===== config.mk =====
export PLATFORM = sky130hd
export DESIGN_NAME = bmf_partition_err_scanner
export DESIGN_NICKNAME = d
export VERILOG_FILES = /design/src/rtl/bmf_partition_err_scanner.sv
export SDC_FILE = /design/constraint.sdc
export NUM_CORES = 1
export LEC_CHECK = 0
export ABC_AREA = 1
export CELL_PAD_IN_SITES_DETAIL_PLACEMENT = 1
export CELL_PAD_IN_SITES_GLOBAL_PLACEMENT = 2
export CORE_MARGIN = 2
export CORE_UTILIZATION = 29
export DETAILED_ROUTE_END_ITERATION = 7
export HOLD_SLACK_MARGIN = 0.08
export PLACE_DENSITY = 0.83
export SYNTH_ARGS = -nofsm -noshare
export SYNTH_HDL_FRONTEND = slang
export SYNTH_SLANG_ARGS = --single-unit

===== constraint.sdc =====
create_clock -name clk -period 2.2 [get_ports clk]
set_input_delay 0.33 -clock clk [delete_from_list [all_inputs] [get_ports clk]]
set_output_delay 0.33 -clock clk [all_outputs]
set_load 0.02 [all_outputs]

===== src/rtl/bmf_partition_err_scanner.sv =====
// Self-test sweeper for a BMF-partitioned approximate sub-circuit: drives every input
// vector to approximate and exact partitions and accumulates error metrics in two stages.
module bmf_partition_err_scanner #(
  parameter int IN_W  = 8,
  parameter int OUT_W = 4,
  parameter int HAM_W = 11,
  parameter int ERR_W = 12
) (
  input  logic             clk,
  input  logic             rst,
  input  logic             start,
  input  logic             abort,
  output logic [IN_W-1:0]  vec_out,
  output logic             vec_valid,
  input  logic [OUT_W-1:0] approx_in,
  input  logic [OUT_W-1:0] exact_in,
  output logic             busy,
  output logic             done,
  output logic [IN_W:0]    mismatch_cnt,
  output logic [HAM_W-1:0] ham_sum,
  output logic [ERR_W-1:0] err_sum,
  output logic [OUT_W-1:0] max_abs_err,
  output logic [IN_W-1:0]  first_fail_vec,
  output logic             first_fail_valid
);

  localparam int PC_W = $clog2(OUT_W + 1);

  typedef enum logic [1:0] {IDLE, DRIVE, DRAIN, DONE} state_t;

  state_t state, state_nxt;

  logic [IN_W-1:0]     cnt;
  logic                accept;
  logic                stop;
  logic [OUT_W-1:0]    diff;
  logic [PC_W-1:0]     pc;
  logic signed [OUT_W:0] sdiff;
  logic [OUT_W-1:0]    absd;

  logic                s1_valid;
  logic                s1_flag;
  logic [PC_W-1:0]     s1_pc;
  logic [OUT_W-1:0]    s1_abs;
  logic [IN_W-1:0]     s1_idx;

  always_ff @(posedge clk) begin
    if (rst) state <= IDLE;
    else     state <= state_nxt;
  end

  always_comb begin
    state_nxt = state;
    case (state)
      IDLE:    if (start && !abort) state_nxt = DRIVE;
      DRIVE:   if (abort) state_nxt = IDLE;
               else if (&cnt) state_nxt = DRAIN;
      DRAIN:   state_nxt = abort ? IDLE : DONE;
      DONE:    state_nxt = IDLE;
      default: state_nxt = IDLE;
    endcase
  end

  always_comb begin
    vec_valid = (state == DRIVE);
    busy      = (state == DRIVE) || (state == DRAIN);
    done      = (state == DONE);
  end

  assign vec_out = cnt;
  assign accept  = (state == IDLE) && start && !abort;
  assign stop    = busy && abort;

  always_comb begin
    diff = approx_in ^ exact_in;
    pc   = '0;
    for (int unsigned i = 0; i < OUT_W; i++) pc = pc + PC_W'(diff[i]);
    sdiff = $signed({1'b0, approx_in}) - $signed({1'b0, exact_in});
    absd  = sdiff[OUT_W] ? OUT_W'(-sdiff) : sdiff[OUT_W-1:0];
  end

  // An abort drops both the sample being captured and the one waiting in stage 1.
  always_ff @(posedge clk) begin
    if (rst || accept) begin
      cnt              <= '0;
      s1_valid         <= 1'b0;
      s1_flag          <= 1'b0;
      s1_pc            <= '0;
      s1_abs           <= '0;
      s1_idx           <= '0;
      mismatch_cnt     <= '0;
      ham_sum          <= '0;
      err_sum          <= '0;
      max_abs_err      <= '0;
      first_fail_vec   <= '0;
      first_fail_valid <= 1'b0;
    end else begin
      if (state == DRIVE && !abort && !(&cnt)) cnt <= cnt + 1'b1;
      s1_valid <= (state == DRIVE) && !abort;
      if (state == DRIVE) begin
        s1_flag <= |diff;
        s1_pc   <= pc;
        s1_abs  <= absd;
        s1_idx  <= cnt;
      end
      if (s1_valid && !stop) begin
        mismatch_cnt <= mismatch_cnt + (IN_W+1)'(s1_flag);
        ham_sum      <= ham_sum + HAM_W'(s1_pc);
        err_sum      <= err_sum + ERR_W'(s1_abs);
        if (s1_abs > max_abs_err) max_abs_err <= s1_abs;
        if (s1_flag && !first_fail_valid) begin
          first_fail_vec   <= s1_idx;
          first_fail_valid <= 1'b1;
        end
      end
    end
  end

endmodule

---- Yosys cells after proc, flatten, opt, wreduce, memory -nomap -nowiden ----
Cells that the tools add are included.
storage, ports and cells
  output and inout port bits .............. 56
  bits in registers ....................... 72
  memory bits (writable) .................. 0
  ROM bits ................................ 0
  memories ................................ 0
  word-level logic and storage cells ...... 55
  input port bits ......................... 12
  latch bits .............................. 0
operators by class
  equal/unequal tests ..................... 5
  reductions and logical operators ........ 20
  order comparisons ....................... 1
  bitwise logic cells ..................... 1
  shift operators ......................... 0
  divide/modulo/power cells ............... 0
  multipliers ............................. 0
  add/sub/neg operators ................... 9
  mux-type cells .......................... 6
operators by type and width
  cell                   number
  $add A12 B4 Y12        1
  $add A11 B3 Y11        1
  $add A9 B1 Y9          1
  $add A8 B1 Y8 const B  1
  $logic_and A1 B1 Y1    8
  $mux W2                4
  $pmux W2 S4            1
  $reduce_and A8 Y1      1
  $reduce_and A2 Y1      3
  $sub A4 B4 Y5          1
  $eq A2 B2 Y1 const B   2
  $gt A4 B4 Y1           1
  $logic_not A1 Y1       4
  $mux W4                1
  $neg A4 Y4             1
  $reduce_or A4 Y1       1
  $xor A4 B4 Y4          1
  $add A2 B1 Y3          1
  $add A3 B1 Y3          1
  $ne A3 B2 Y1 const B   1
  $add A1 B1 Y2          1
  $eq A2 B1 Y1 const B   1
  $logic_not A2 Y1       1
  $logic_or A1 B1 Y1     2
  $ne A2 B2 Y1 const B   1

---- Longest topological paths before layout ----
  word-level depth ........................ 6
  depth in mapped cells ................... 13
  depth with buffers taken out ............ 13

---- Worst setup path after synthesis ----
No wires, ideal clock.
  path type ............................... input to register
  from .................................... input port approx_in[0]
  to ...................................... register s1_pc[1]
  setup time .............................. 0.120 ns
  path buffers ............................ 0
  data required time ...................... 2.080 ns
  arrival ................................. 1.832 ns
  stages on the path ...................... 8
  setup slack ............................. 0.248 ns
  path through ............................ inv_1 > ha_1 > inv_1 > fa_1 > ha_1 > ha_1 > a21oi_1 > nor2_1
between the ends
  cells in the longest elaborated chain, start to end .. 4
RTL lines
  item                    line  RTL
  start: declaration      15    input logic [OUT_W-1:0] approx_in,
  $xor A4 B4 Y4           75    diff = approx_in ^ exact_in;
  $add A1 B1 Y2           77    for (int unsigned i = 0; i < OUT_W; i++) pc = pc + PC_W'(diff[i]);
  $add A2 B1 Y3           77
  $add A3 B1 Y3           77
  net pc[1]               37    logic [PC_W-1:0] pc;
  end signal: assignment  102   s1_pc <= pc;
  end: declaration        43    logic [PC_W-1:0] s1_pc;
The timed path passes the listed nets, and every way through them passes these cells.
A chain may end at the register's enable or synchronous reset.

---- Worst setup path after layout ----
  from .................................... input port exact_in[1]
  to ...................................... register s1_pc[1]
between the ends
  cells in the longest elaborated chain, start to end .. 4
RTL lines
  item                line  RTL
  start: declaration  16    input logic [OUT_W-1:0] exact_in,
  $xor A4 B4 Y4       75
  $add A1 B1 Y2       77
  $add A2 B1 Y3       77
  $add A3 B1 Y3       77
  net pc[1]           37
The timed path passes the listed nets, and every way through them passes these cells.

==> results.md <==
- Status: finished, final reports clean
- Vias post-DR: around 3600
- Initial Utilization: 29.9%
- Finished Cell Area: 5110 sq um
- Cell Count, Final, Fillers Out: roughly 790
- Synth cell count leaders: nand2_1 (121), dfxtp_1 (72), inv_1 (72), nor2_1 (72), a21oi_1 (40)
- PD cells: ~830 nW/um^2
- # diodes: 0
- Total track usage: 15.0%
- Clock buffer depth: 2
- Critical path's slowest cell: fa_1
- Largest area contributor in the netlist: dfxtp_1
- Buf/Inv on CP: 3
- Pre-CTS setup slack: -0.299 ns
- Setup Fix Bufs, Post-CTS: 0
- Top cells by area, synth: dfxtp_1 (38%), nand2_1 (12%), ha_1 (8.9%), inv_1 (7.1%), nor2_1 (7.1%)
- Dpl hpwl: between 7 and 8 mm
- Routed length per instance: roughly 13 um
- FMAX: 0.470 GHz
- Clock power frac: between 30% and 40%
- Synth Warn #: 0
- VDD IR max: 552 uV
- Nets: roughly 650
- Global placer's final weighted congestion: slightly below 0.8
- Sequential area share after synthesis: 38.1%
- Unique cell type count in the Yosys netlist: 35
- Core footprint: ~13000 sq um
- Syn Inst Count: around 530
- Die Y-Extent: ~120 um
- Switching power share of the total: between 30% and 40%
- Worst setup EP type: flip-flop
- First-pass GRT wire length: ~17 mm
- Antenna Nets Post-Route: 0
- Startpoint types: input port
- CTS tree: built
- Sw Pwr: around 0.0013 W
- I/O pins: slightly below 70
- DP Area: 4750 sq um
- Total number of H-tree levels: 3
- Die Wd: roughly 120 um
- Worst-Margin Slew: between 0.5 and 0.6 ns
- Cell with the most instances after synthesis: nand2_1
- Mapped Nets: approximately 570
- CP required: about 2.4 ns
- Cell Chain, Critical Path: clkdlybuf4s50_1 > inv_1 > ha_4 > inv_1 > fa_1 > ha_1 > ha_1 > a21oi_2 > nor2_1
- Worst path max stage delay: roughly 0.48 ns
- Total Power: around 0.0043 W
- Top-area cell type share of the netlist area: 38.1%
- Cell internal pwr: slightly below 0.003 W
- IO Port Bufs: 67
- Row cnt: just over 40
- Fin. max-slew vios: 0
- Post-route setup TNS: 0 ns
- Worst-Skew Late Latency: between 0.3 and 0.4 ns
- Final setup skew: slightly above 0.007 ns
- Ratio of final minimum period to clock period: 96.8%
- Post-synth EDFFs: 0
- Setup ws final: a little over 0.07 ns
- Drt pass-1 iters: 4
- RSZ-0062 raised after global routing: no
- Normalized max-slew margin: about two thirds
- Number of clock sinks: 72
- Final-report hold violation count: 0
- Pin count of the biggest net entering global routing: 34
- Gr ovfl total: 0
- Seq pwr share: a little over a third
- Number of synthesized register bits: slightly above 70
- Routed WL: 10.2 mm
- Post-CTS Resized: 0
- Async S/R FF share, synth: 0%
- DRT iter0 DRCs: 134
- Setup CP Type: input port to flip-flop
- CP delay by family, top: adder cells
- Share of cells above drive strength 1: approximately 8.4%
- Clock buffer count from CTS: 9
- DRC Markers: 0
- Root Buffer: clkbuf_16
- Initial antenna violation count: 0
- CP Data Arrival Time: between 2 and 2.5 ns
- Hold/Removal Path Class: flip-flop to flip-flop
- Reg clk slew, reported paths: roughly 0.060 ns
- Comb pwr share: about a quarter
- Synth Cell Area: 3780 sq um
- Maxcap violations: 0
- Mean Syn Cell Area: slightly above 7 sq um
- Vias/cell: 4.60
- Hold Buf Count CTS: 0
- Max FO, Critical Path: 2
- Vias in the first global route: 3666
- Area grow syn2layout: 35.0%
- Lkg Pwr: 2.14 nW
- Setup Viol. Count Final: 0
- Inst Count DP: just under 800
- Synth Flop Type: dfxtp_1
- Die area: 14000 sq um
- Final min period: about 2.1 ns
-- stage by stage --
| step | util [%] | hold slack, ns |
|---|---|---|
| after floorplan | - | 0.441 |
| after global placement | 37.5 | 0.453 |
| after detailed placement | 37.5 | 0.456 |
| after CTS | 40.2 | 0.467 |
| after global routing | 40.3 | 0.484 |
| final | 40.3 | 0.467 |
-- cell usage in the layout, fill, tap and decap left out, drive strengths merged, types with 15 or more instances in the layout --
cell / n
a21oi: 46
o21ai: 33
nor2: 75
buf: 15
clkdlybuf4s50: 67
nand2: 126
dfxtp: 72
nand3: 26
inv: 74
ha: 27
-- routing by layer --
| metal | up-vias | share of wire, % | GRT usage [%] |
|---|---|---|---|
| li1 | 1852 | - | - |
| met1 | 1703 | 48 | 18.7 |
| met2 | 59 | 47 | 25.8 |
| met3 | 7 | 3.2 | 3.04 |
| met4 | 0 | 1.2 | 4.74 |
| met5 | - | 0 | 0 |
-- cell type report --
cell class	instances	area, sq um
Timing Repair Buffer	82	821
Clock buffer	9	225
Tap cell	172	215
Fill cell	1589	7560
Sequential cell	72	1440
Clock inverter	7	120
Multi-Input combinational cell	371	2000
Inverter	75	282
-- sequential cells by signal (all words and copies together), names as in the netlist, 4 cells and up --
register,cells
s1_abs,4
err_sum,12
mismatch_cnt,9
max_abs_err,4
ham_sum,11
s1_idx,8
vec_out,8
first_fail_vec,8
-- logic make-up after synthesis --
group,after synthesis,share of synthesized area [%]
and+or+nand+nor,244,26.9
DFF,72,38.1
adders and majority gates,31,11.0
xor gates and xnor gates,8,1.85
buffers and inverters,88,9.36
AOI/OAI and AO/OA,88,12.8
-- power groups by stage --
stage          clock (W)  combinational, W  sequential (W)
2_1_floorplan          0          0.000695         0.00152
3_3_place_gp           0           0.00104         0.00152
3_5_place_dp           0           0.00108         0.00152
4_1_cts          0.00173           0.00109         0.00149
5_1_grt          0.00178           0.00124         0.00151
6_report         0.00169           0.00108         0.00149
-- worst min-delay path: stages (launching register included) --
cell and delay, ns:
dfxtp_1 0.31, nand2_1 0.06, a21oi_1 0.05
-- final timing paths --
check	startpoint	to	slack [ns]	cells past startpoint
worst max-delay path	exact_in[1]	s1_pc[1]	0.07	9
worst max register to register	state[0]	err_sum[11]	0.29	10
worst min register to register	s1_idx[7]	s1_idx[7]	0.47	2
worst min-delay path	s1_idx[7]	s1_idx[7]	0.47	2
Power figures use the tool's default switching activity.
